File: config.mk
export PLATFORM = sky130hd
export DESIGN_NAME = ex_ls_flat
export DESIGN_NICKNAME = d
export VERILOG_FILES = /design/src/rtl/ex_ls_if.sv /design/src/rtl/ex_ls.sv /design/src/flat_wrapper.sv
export SDC_FILE = /design/constraint.sdc
export NUM_CORES = 1
export LEC_CHECK = 0
export CORE_ASPECT_RATIO = 2
export CORE_MARGIN = 4
export CORE_UTILIZATION = 36
export CTS_CLUSTER_DIAMETER = 30
export DETAILED_ROUTE_END_ITERATION = 6
export PLACE_DENSITY = 0.83
export SLEW_MARGIN = 40
export SYNTH_ARGS = -nofsm -noshare
export SYNTH_HDL_FRONTEND = slang
export SYNTH_SLANG_ARGS = --single-unit
File: constraint.sdc
create_clock -name clk_i -period 2.1 [get_ports clk_i]
set_input_delay 0.21 -clock clk_i [delete_from_list [all_inputs] [get_ports clk_i]]
set_output_delay 0.21 -clock clk_i [all_outputs]
set_load 0.02 [all_outputs]
File: src/rtl/ex_ls_if.sv
// EXU->LSU stage bus: e_* payload/valid in from EXU, m_* payload/valid out to LSU, with ready in each direction.
interface ex_ls_if #(
  parameter int XLEN   = 32,
  parameter int RS_W   = 5,
  parameter int MASK_W = 4
);
  logic [XLEN-1:0]   e_result_i;
  logic [XLEN-1:0]   e_src2_i;
  logic              e_wenReg_i;
  logic [RS_W-1:0]   e_rd_i;
  logic              e_wenMem_i;
  logic              e_renMem_i;
  logic [MASK_W-1:0] e_mask_i;
  logic              e_is_load_signed_i;
  logic              e_valid_i;
  logic              M_ready_o;

  logic [XLEN-1:0]   m_result_o;
  logic [XLEN-1:0]   m_src2_o;
  logic              m_wenReg_o;
  logic [RS_W-1:0]   m_rd_o;
  logic              m_wenMem_o;
  logic              m_renMem_o;
  logic [MASK_W-1:0] m_mask_o;
  logic              m_is_load_signed_o;
  logic              M_valid_o;
  logic              m_ready_i;

  modport slave (
    input  e_result_i, e_src2_i, e_wenReg_i, e_rd_i, e_wenMem_i, e_renMem_i,
           e_mask_i, e_is_load_signed_i, e_valid_i, m_ready_i,
    output m_result_o, m_src2_o, m_wenReg_o, m_rd_o, m_wenMem_o, m_renMem_o,
           m_mask_o, m_is_load_signed_o, M_valid_o, M_ready_o
  );

  modport master (
    output e_result_i, e_src2_i, e_wenReg_i, e_rd_i, e_wenMem_i, e_renMem_i,
           e_mask_i, e_is_load_signed_i, e_valid_i, m_ready_i,
    input  m_result_o, m_src2_o, m_wenReg_o, m_rd_o, m_wenMem_o, m_renMem_o,
           m_mask_o, m_is_load_signed_o, M_valid_o, M_ready_o
  );
endinterface

File: src/rtl/ex_ls.sv
// EXU->LSU pipeline register, 1-cycle latency. YSYX_23060251_PIPE_SKID_EN selects a 2-entry skid
// (registered ready); otherwise a single register with ready = ~main_v | m_ready_i.
module ex_ls #(
  parameter int XLEN   = 32,
  parameter int RS_W   = 5,
  parameter int MASK_W = 4
) (
  input  logic   clk_i,
  input  logic   rst_i,
  ex_ls_if.slave bus
);
  localparam int PW = 2*XLEN + RS_W + MASK_W + 4;

  logic [PW-1:0] w_in;
  logic [PW-1:0] r_main;
  logic          w_main_v;
  logic          w_ready;
  logic          w_in_fire;
  logic          w_out_fire;

  assign w_in = {bus.e_result_i, bus.e_src2_i, bus.e_wenReg_i, bus.e_rd_i,
                 bus.e_wenMem_i, bus.e_renMem_i, bus.e_mask_i, bus.e_is_load_signed_i};

  assign w_in_fire  = bus.e_valid_i & w_ready;
  assign w_out_fire = w_main_v & bus.m_ready_i;

  assign {bus.m_result_o, bus.m_src2_o, bus.m_wenReg_o, bus.m_rd_o,
          bus.m_wenMem_o, bus.m_renMem_o, bus.m_mask_o, bus.m_is_load_signed_o} = r_main;
  assign bus.M_valid_o = w_main_v;
  assign bus.M_ready_o = w_ready;

`ifdef YSYX_23060251_PIPE_SKID_EN
  typedef enum logic [1:0] {S_EMPTY = 2'd0, S_BUSY = 2'd1, S_FULL = 2'd2} state_t;

  state_t        r_state;
  state_t        w_state_nxt;
  logic [PW-1:0] r_skid;
  logic          w_ld_main;
  logic          w_ld_skid;
  logic          w_main_from_skid;

  always_ff @(posedge clk_i or posedge rst_i) begin
    if (rst_i) r_state <= S_EMPTY;
    else       r_state <= w_state_nxt;
  end

  always_comb begin
    w_state_nxt      = r_state;
    w_ld_main        = 1'b0;
    w_ld_skid        = 1'b0;
    w_main_from_skid = 1'b0;
    case (r_state)
      S_EMPTY: begin
        if (w_in_fire) begin
          w_ld_main   = 1'b1;
          w_state_nxt = S_BUSY;
        end
      end
      S_BUSY: begin
        if (w_in_fire && w_out_fire) begin
          w_ld_main = 1'b1;
        end else if (w_in_fire) begin
          w_ld_skid   = 1'b1;
          w_state_nxt = S_FULL;
        end else if (w_out_fire) begin
          w_state_nxt = S_EMPTY;
        end
      end
      S_FULL: begin
        // ready is low here, so only the drain path exists
        if (w_out_fire) begin
          w_main_from_skid = 1'b1;
          w_state_nxt      = S_BUSY;
        end
      end
      default: w_state_nxt = S_EMPTY;
    endcase
  end

  always_ff @(posedge clk_i or posedge rst_i) begin
    if (rst_i) begin
      r_main <= '0;
      r_skid <= '0;
    end else begin
      if (w_ld_main)             r_main <= w_in;
      else if (w_main_from_skid) r_main <= r_skid;
      if (w_ld_skid)             r_skid <= w_in;
    end
  end

  assign w_main_v = (r_state != S_EMPTY);
  assign w_ready  = ~rst_i & (r_state != S_FULL);
`else
  logic r_main_v;

  always_ff @(posedge clk_i or posedge rst_i) begin
    if (rst_i) begin
      r_main_v <= 1'b0;
      r_main   <= '0;
    end else begin
      if (w_in_fire)       r_main_v <= 1'b1;
      else if (w_out_fire) r_main_v <= 1'b0;
      if (w_in_fire)       r_main   <= w_in;
    end
  end

  assign w_main_v = r_main_v;
  assign w_ready  = ~rst_i & (~r_main_v | bus.m_ready_i);
`endif
endmodule
File: src/flat_wrapper.sv
// flat-port wrapper written by rule: the top's interface ports become plain ports
module ex_ls_flat 
#(
  parameter int XLEN   = 32,
  parameter int RS_W   = 5,
  parameter int MASK_W = 4
)
  (clk_i, rst_i, bus_e_result_i, bus_e_src2_i, bus_e_wenReg_i, bus_e_rd_i, bus_e_wenMem_i, bus_e_renMem_i, bus_e_mask_i, bus_e_is_load_signed_i, bus_e_valid_i, bus_m_ready_i, bus_m_result_o, bus_m_src2_o, bus_m_wenReg_o, bus_m_rd_o, bus_m_wenMem_o, bus_m_renMem_o, bus_m_mask_o, bus_m_is_load_signed_o, bus_M_valid_o, bus_M_ready_o);
  ex_ls_if #(.XLEN(XLEN), .RS_W(RS_W), .MASK_W(MASK_W)) bus_i ();
  input  logic clk_i;
  input  logic rst_i;
  input wire logic [$bits(bus_i.e_result_i)-1:0] bus_e_result_i;
  input wire logic [$bits(bus_i.e_src2_i)-1:0] bus_e_src2_i;
  input wire logic [$bits(bus_i.e_wenReg_i)-1:0] bus_e_wenReg_i;
  input wire logic [$bits(bus_i.e_rd_i)-1:0] bus_e_rd_i;
  input wire logic [$bits(bus_i.e_wenMem_i)-1:0] bus_e_wenMem_i;
  input wire logic [$bits(bus_i.e_renMem_i)-1:0] bus_e_renMem_i;
  input wire logic [$bits(bus_i.e_mask_i)-1:0] bus_e_mask_i;
  input wire logic [$bits(bus_i.e_is_load_signed_i)-1:0] bus_e_is_load_signed_i;
  input wire logic [$bits(bus_i.e_valid_i)-1:0] bus_e_valid_i;
  input wire logic [$bits(bus_i.m_ready_i)-1:0] bus_m_ready_i;
  output wire logic [$bits(bus_i.m_result_o)-1:0] bus_m_result_o;
  output wire logic [$bits(bus_i.m_src2_o)-1:0] bus_m_src2_o;
  output wire logic [$bits(bus_i.m_wenReg_o)-1:0] bus_m_wenReg_o;
  output wire logic [$bits(bus_i.m_rd_o)-1:0] bus_m_rd_o;
  output wire logic [$bits(bus_i.m_wenMem_o)-1:0] bus_m_wenMem_o;
  output wire logic [$bits(bus_i.m_renMem_o)-1:0] bus_m_renMem_o;
  output wire logic [$bits(bus_i.m_mask_o)-1:0] bus_m_mask_o;
  output wire logic [$bits(bus_i.m_is_load_signed_o)-1:0] bus_m_is_load_signed_o;
  output wire logic [$bits(bus_i.M_valid_o)-1:0] bus_M_valid_o;
  output wire logic [$bits(bus_i.M_ready_o)-1:0] bus_M_ready_o;
  assign bus_i.e_result_i = bus_e_result_i;
  assign bus_i.e_src2_i = bus_e_src2_i;
  assign bus_i.e_wenReg_i = bus_e_wenReg_i;
  assign bus_i.e_rd_i = bus_e_rd_i;
  assign bus_i.e_wenMem_i = bus_e_wenMem_i;
  assign bus_i.e_renMem_i = bus_e_renMem_i;
  assign bus_i.e_mask_i = bus_e_mask_i;
  assign bus_i.e_is_load_signed_i = bus_e_is_load_signed_i;
  assign bus_i.e_valid_i = bus_e_valid_i;
  assign bus_i.m_ready_i = bus_m_ready_i;
  assign bus_m_result_o = bus_i.m_result_o;
  assign bus_m_src2_o = bus_i.m_src2_o;
  assign bus_m_wenReg_o = bus_i.m_wenReg_o;
  assign bus_m_rd_o = bus_i.m_rd_o;
  assign bus_m_wenMem_o = bus_i.m_wenMem_o;
  assign bus_m_renMem_o = bus_i.m_renMem_o;
  assign bus_m_mask_o = bus_i.m_mask_o;
  assign bus_m_is_load_signed_o = bus_i.m_is_load_signed_o;
  assign bus_M_valid_o = bus_i.M_valid_o;
  assign bus_M_ready_o = bus_i.M_ready_o;
  ex_ls #(.XLEN(XLEN), .RS_W(RS_W), .MASK_W(MASK_W)) u_core (.clk_i(clk_i), .rst_i(rst_i), .bus(bus_i));
endmodule
==> results.txt, run 1 <==
----------------------------------------------------
[Synthesis]
  Largest area contributor in the netlist ... sky130_fd_sc_hd__dfrtp_1
  Number of warnings printed during yosys synthesis ... 0
  Top post-synthesis cells by area ... sky130_fd_sc_hd__dfrtp_1 (63%), sky130_fd_sc_hd__mux2_2 (17%), sky130_fd_sc_hd__mux2_4 (15%)
  Post-Syn Area ... 0.003085 sq mm
  Flip-flop and latch count after synthesis ... 78
  Post-synthesis cell type count ... 12
  Mean instance size in the synthesized netlist ... 18.26 sq um
  Most used flip-flop cell after synthesis ... sky130_fd_sc_hd__dfrtp_1
  Fraction of registers with async set/reset ... 100.0%
  List of most frequent post-synthesis cells ... sky130_fd_sc_hd__dfrtp_1 (78), sky130_fd_sc_hd__mux2_2 (47), sky130_fd_sc_hd__mux2_4 (30), sky130_fd_sc_hd__buf_4 (4), sky130_fd_sc_hd__buf_12 (3)
  Register area share after synthesis ... 63.26%
  Proportion of netlist area held by the largest area contributor ... 63.26%
  Most repeated cell in the gate-level netlist after synthesis ... sky130_fd_sc_hd__dfrtp_1
  Syn_nets ... 250
  Number of instances in the synthesized netlist ... 169
  Count of flip-flops with a built-in enable after synthesis ... 0

[Timing]
  Final period demand of the worst path ... 1.733 ns
  Headroom to the max-slew limit ... 59.17%
  Final max-slew violation count ... 0
  Period utilisation layout ... 82.52%
  Peak Freq ... 577.1 MHz
  Summed negative setup slack over all endpoints ... 0 ns
  Count of endpoints failing setup in the final report ... 0
  Setup repair after global routing missed its margin ... false
  Final Hold Violating Endpoints ... 0
  Transition at the pin with the smallest max-transition slack ... 0.6112 ns
  Final setup skew ... 0.007454 ns

[Floorplanning]
  Die Footprint ... 0.01021 sq mm
  Top-level I/O count ... 160
  Width of the die ... 73.46 um
  Core area ... 0.008351 sq mm
  Number of placement rows ... 47
  Starting density of the core ... 36.95%
  Chip height ... 138.9 um

[Critical path]
  Nature of the critical path endpoint ... output port
  Required arrival time at the worst endpoint ... 1.89 ns
  Critical Path AT ... 1.52 ns
  Kind of start point of the critical path ... flop
  Maximum fanout encountered on the critical timing path ... 3
  Kind of critical path ... flop to output port

[Final layout]
  Seq. cell area ... 0.001952 sq mm
  Number of non-filler instances in the completed layout ... 439
  Fraction of final layout cells with drive strength greater than 1 ... 29.33%
  Layout filler cell count ... 659
  Area growth from synthesis to final layout ... 65.45%
  Final design utilization ... 61.13%
  Diodes inserted ... 0
  Nets@finish ... 417
  Area of combinational cells with multiple inputs ... 0.001028 sq mm

[Power and ir drop]
  Worst IR Drop VDD ... 0.7411 mV
  Psw ... 1.345 mW
  Share of power burned in combinational logic ... 30.8%
  Cell area power density ... 977.5 mW/mm^2
  Sequential share of power ... 38.4%
  Leakage Power ... 2.148 nW
  Switching share of power ... 26.95%
  Final total power ... 4.990 mW
  Internal power ... 3.645 mW
  Clock network power share ... 30.7%

[Worst hold path]
  Worst min-delay path class ... input port to async pin

[Clock network]
  Clock latency on the worst-skew pair ... 0.32 ns
  Clock transition at the register clock pins on the worst setup and hold paths after CTS ... 0.06 ns
  Number of instances resized during post-cts repair ... 0
  CTS sink cnt ... 78
  Count of hold-fix buffers inserted at cts ... 0
  Clk buf depth ... 2
  Post-CTS setup-driven buffer insertion count ... 0
  Clock buffer count from CTS ... 9
  TritonCTS clock tree ... done
  Total number of H-tree levels ... 3
  Root Driver ... sky130_fd_sc_hd__clkbuf_16

[Flow run]
  Number of max-cap violations ... 0

[Route]
  Residual antenna-violating net count after detailed routing ... 0
  Number of remaining DRC errors ... 0
  Routed len/inst ... 17.71 um
  Total length of routed wires ... 7773 um
  Vias ... 2019
  1st-pass router iterations ... 6
  Initial DRC count ... 62
  Ratio of routed vias to standard cells ... 4.599

[Status]
  Status ... completed

[Place]
  Count of port buffers added during placement ... 159
  Global placer's final weighted congestion ... 0.7659
  HPWL Detailed ... 6124 um
  Number of cells after detailed placement ... 423

[GRT]
  Global-route wire length before repair ... 12050 um
  Maximum number of pins on one net before global-route repair ... 32
  GRT Residual Overflow ... 0
  Antenna violations before repair ... 0
  Via count of the first global-routing pass ... 2303
  All-Layer GR Usage ... 15.77%

----------------------------------------------------
layout make-up:
class / count / area share (%)
inverter: 1 / 0.1471
tap: 98 / 2.402
timing repair buffer: 164 / 33.14
clock inverter: 3 / 0.8333
clock buffer: 13 / 5.098
sequential: 78 / 38.24
multi-input combinational: 82 / 20.15
cell usage in the layout (no fill, tap or decap):
cell,netlist,routed
sky130_fd_sc_hd__clkdlybuf4s50_1,0,159
sky130_fd_sc_hd__clkinv_2,0,1
sky130_fd_sc_hd__clkinvlp_4,0,2
sky130_fd_sc_hd__clkbuf_8,0,2
sky130_fd_sc_hd__nand2b_1,1,1
sky130_fd_sc_hd__buf_12,3,5
sky130_fd_sc_hd__nor2_4,1,1
sky130_fd_sc_hd__mux2_4,30,30
sky130_fd_sc_hd__clkbuf_16,0,9
sky130_fd_sc_hd__mux2_2,47,47
sky130_fd_sc_hd__bufinv_16,0,1
sky130_fd_sc_hd__clkbuf_1,0,2
sky130_fd_sc_hd__nor2_1,1,1
sky130_fd_sc_hd__nand2b_4,1,1
sky130_fd_sc_hd__nor2b_4,1,1
sky130_fd_sc_hd__dfrtp_1,78,78
power groups by stage:
stage | registers [mW] | logic [mW] | clock network (mW)
final | 1.92 | 1.54 | 1.53
after global routing | 1.96 | 1.61 | 1.65
after CTS | 1.92 | 1.56 | 1.58
after detailed placement | 1.95 | 1.56 | 0
after global placement | 1.93 | 1.53 | 0
after floorplan | 2.28 | 0.401 | 0
through the flow:
step | setup WS [ns] | area (sq um) | hold WS, ns
floorplan | 0.6326 | 3089 | 0.3490
global placement | 0.3342 | 4802 | 0.4890
detailed placement | 0.2989 | 4802 | 0.4945
CTS | 0.3392 | 5105 | 0.3781
global route | 0.2710 | 5105 | 0.4104
finish | 0.3672 | 5105 | 0.3652
flip-flops by register name, summed over array words and instances (netlist names):
name and flops:
u_core.bus.M_valid_o 1, u_core.r_main 77
layer usage:
metal | vias to the layer above | GRT usage, % | routed length (um)
li1 | 923 | - | -
met1 | 984 | 15.10 | 2487
met2 | 99 | 28.93 | 4463
met3 | 13 | 4.572 | 582
met4 | 0 | 7.832 | 240
met5 | - | 0 | 0
cell families (layout without fill, tap and decap cells):
family | after synthesis | in the layout | synth area share, %
flops | 78 | 78 | 63.26
mux | 77 | 77 | 31.75
buf+inv | 9 | 181 | 3.406
simple gates | 5 | 5 | 1.581
critical path, stage by stage, from the launching register on:
cell and delay [ns]:
sky130_fd_sc_hd__dfrtp_1 0.38, sky130_fd_sc_hd__nor2b_4 0.14, sky130_fd_sc_hd__nor2_1 0.08, sky130_fd_sc_hd__clkdlybuf4s50_1 0.61
path summary, 6_finish.rpt:
kind                                      start                end  slack, ns  depth (start not counted)
hold / removal                            rst_i  u_core.r_main[34]       0.37                          2
max in group asynchronous                 rst_i  u_core.r_main[27]       1.19                          3
min in group clk_i           bus_e_result_i[14]  u_core.r_main[59]       0.50                          2
setup / recovery           u_core.bus.M_valid_o      bus_M_ready_o       0.37                          3
hold reg to reg               u_core.r_main[14]  u_core.r_main[14]       0.50                          1
setup reg to reg           u_core.bus.M_valid_o  u_core.r_main[12]       0.65                          4
(Power assumes the default switching activity.)
==> inputs of run 2 (changes only) <==
==> constraint.sdc (replaced) <==
create_clock -name clk_i -period 1.5 [get_ports clk_i]
set_input_delay 0.15 -clock clk_i [delete_from_list [all_inputs] [get_ports clk_i]]
set_output_delay 0.15 -clock clk_i [all_outputs]
set_load 0.02 [all_outputs]
==> run 2 against run 1 <==
Net effect:
- register-to-register slack worse by 0.61 ns
- non-clock buffer count up 1
- combinational power up 40%
- critical path depth up 1
- count of clock-buffer cells in the layout down 3
- highest routed layer unchanged
==> results.txt, run 2 (synthesis results as in run 1) <==
----------------------------------------------------
[Floorplanning]
  Number of placement rows ... 47 (unchanged)
  Die Footprint ... 0.01021 sq mm (unchanged)
  Core area ... 0.008351 sq mm (unchanged)
  Top-level I/O count ... 160 (unchanged)
  Chip height ... 138.9 um (unchanged)
  Starting density of the core ... 36.95% (unchanged)
  Width of the die ... 73.46 um (unchanged)

[Timing]
  Count of endpoints failing setup in the final report ... 0 (unchanged)
  Final setup skew ... 0.005509 ns (-0.001944 ns)
  Peak Freq ... 684.8 MHz
  Final max-slew violation count ... 0 (unchanged)
  Headroom to the max-slew limit ... 76.67% (+17 points)
  Setup repair after global routing missed its margin ... true
  Final Hold Violating Endpoints ... 0 (unchanged)
  Final period demand of the worst path ... 1.460 ns
  Transition at the pin with the smallest max-transition slack ... 0.3500 ns (-0.2612 ns)
  Period utilisation layout ... 97.36%

[Critical path]
  Kind of start point of the critical path ... flop
  Kind of critical path ... flop to flop
  Critical Path AT ... 1.66 ns (+0.14 ns)
  Required arrival time at the worst endpoint ... 1.70 ns (-0.19 ns)
  Worst reg2reg setup slack ... 0.04 ns (-0.61 ns)
  Maximum fanout encountered on the critical timing path ... 25 (+22)
  Nature of the critical path endpoint ... flop

[Final layout]
  Diodes inserted ... 0 (unchanged)
  Final design utilization ... 61.75% (+0.61 points)
  Area growth from synthesis to final layout ... 67.11%
  Register with the most flip-flops ... u_core.r_main
  Nets@finish ... 418 (+0.24%)
  Flip-flop count of the largest register, all copies and words added ... 77 (unchanged)
  Highest-count cells in the layout ignoring fill and taps ... sky130_fd_sc_hd__clkdlybuf4s50_1 (148), sky130_fd_sc_hd__dfrtp_1 (78), sky130_fd_sc_hd__mux2_2 (44)
  Fraction of final layout cells with drive strength greater than 1 ... 30.12% (+0.79 points)
  Layout filler cell count ... 648 (-1.7%)
  Number of non-filler instances in the completed layout ... 440 (+0.23%)
  Most common cell after layout, fill and taps aside ... sky130_fd_sc_hd__clkdlybuf4s50_1

[Route]
  Residual antenna-violating net count after detailed routing ... 0 (unchanged)
  Routed len/inst ... 18.04 um (+1.9%)
  Vias ... 2049 (+1.5%)
  Initial DRC count ... 39 (-37%)
  Total length of routed wires ... 7939 um (+2.1%)
  Ratio of routed vias to standard cells ... 4.657 (+1.3%)
  1st-pass router iterations ... 2 (-4)
  Number of remaining DRC errors ... 0 (unchanged)

[GRT]
  Antenna violations before repair ... 0 (unchanged)
  GRT Residual Overflow ... 0 (unchanged)
  Via count of the first global-routing pass ... 2366 (+2.7%)
  Global-route wire length before repair ... 12320 um (+2.2%)
  All-Layer GR Usage ... 15.94% (+0.18 points)
  Maximum number of pins on one net before global-route repair ... 51 (+59%)

[Worst hold path]
  Worst min-delay path class ... input port to async pin

[Place]
  Count of port buffers added during placement ... 159 (unchanged)
  Number of cells after detailed placement ... 424 (+0.24%)
  Global placer's final weighted congestion ... 0.7117 (-7.1%)
  HPWL Detailed ... 6095 um (-0.47%)

[Clock network]
  TritonCTS clock tree ... done
  Root Driver ... sky130_fd_sc_hd__clkbuf_16
  Post-CTS setup-driven buffer insertion count ... 0 (unchanged)
  Clock transition at the register clock pins on the worst setup and hold paths after CTS ... 0.06 ns (about the same)
  Clock latency on the worst-skew pair ... 0.32 ns (about the same)
  Count of hold-fix buffers inserted at cts ... 0 (unchanged)
  Number of instances resized during post-cts repair ... 1 (+1)
  CTS sink cnt ... 78 (unchanged)
  Clk buf depth ... 2 (unchanged)
  Clock buffer count from CTS ... 9 (unchanged)
  Total number of H-tree levels ... 3 (unchanged)

[Power and ir drop]
  Worst IR Drop VDD ... 0.7547 mV (+1.8%)
  Final total power ... 7.134 mW (+43%)
  Leakage Power ... 2.265 nW (+5.4%)
  Cell area power density ... 1384 mW/mm^2 (+42%)

[Flow run]
  Number of max-cap violations ... 0 (unchanged)

[Status]
  Status ... completed

----------------------------------------------------
run 2: changes by cell type in the layout (fill, tap and decap cells not counted), sizes merged:
cell / change
clkdlybuf4s50: -11
clkbuf: -3
clkinv: +1
dlymetal6s2s: +10
bufinv: +1
clkinvlp: +1
buf: +1
dlygate4sd2: +1
run 2: layer usage:
metal / vias up / share of wire (%) / global-route usage (%)
met1: 1003 / 33 / 15.44
met5: - / 0 / 0
met4: 0 / 2.3 / 5.731
met2: 99 / 58 / 29.68
li1: 936 / - / -
met3: 11 / 7.6 / 5.370
run 2: stage by stage:
stage          cell area (sq um)  setup TNS [ns]  setup slack (ns)  hold slack, ns
2_1_floorplan               3089               0           0.03262          0.2890
3_3_place_gp                4797          -9.585           -0.1448          0.4895
3_5_place_dp                4797          -11.64           -0.1800          0.4951
4_1_cts                     5120               0          0.002285          0.3590
5_1_grt                     5156         -0.1297          -0.01901          0.3875
6_report                    5156               0           0.03966          0.3611
run 2: worst max-delay path: stages, from the launching register on:
cell                      delay (ns)
sky130_fd_sc_hd__dfrtp_1        0.38
sky130_fd_sc_hd__nor2b_4        0.14
sky130_fd_sc_hd__nor2_4         0.21
sky130_fd_sc_hd__buf_12         0.25
sky130_fd_sc_hd__mux2_2         0.35
run 2: final cells by class:
class                      count  area (sq um)  share of cell area, %
sequential                    78          1952                  37.85
timing repair buffer         165          1710                  33.17
multi-input combinational     82          1040                  20.17
clock buffer                  10         239.0                  4.635
tap                           98         122.6                  2.378
clock inverter                 6         85.08                  1.650
inverter                       1         7.507                 0.1456
run 2: worst paths after layout:
kind	from	end	depth (start not counted)
worst min-delay path	rst_i	u_core.r_main[5]	4
max in group asynchronous	rst_i	u_core.r_main[46]	4
min in group clk_i	bus_e_renMem_i	u_core.r_main[5]	2
worst min register to register	u_core.r_main[0]	u_core.r_main[0]	1
worst max-delay path	u_core.bus.M_valid_o	u_core.r_main[22]	4
worst max register to register	u_core.bus.M_valid_o	u_core.r_main[22]	4
run 2: report_power, final:
part           internal (mW)  switching [mW]
Combinational           1.24           0.917
Clock                   1.49           0.803
Sequential              2.49           0.198
Total                   5.22            1.92
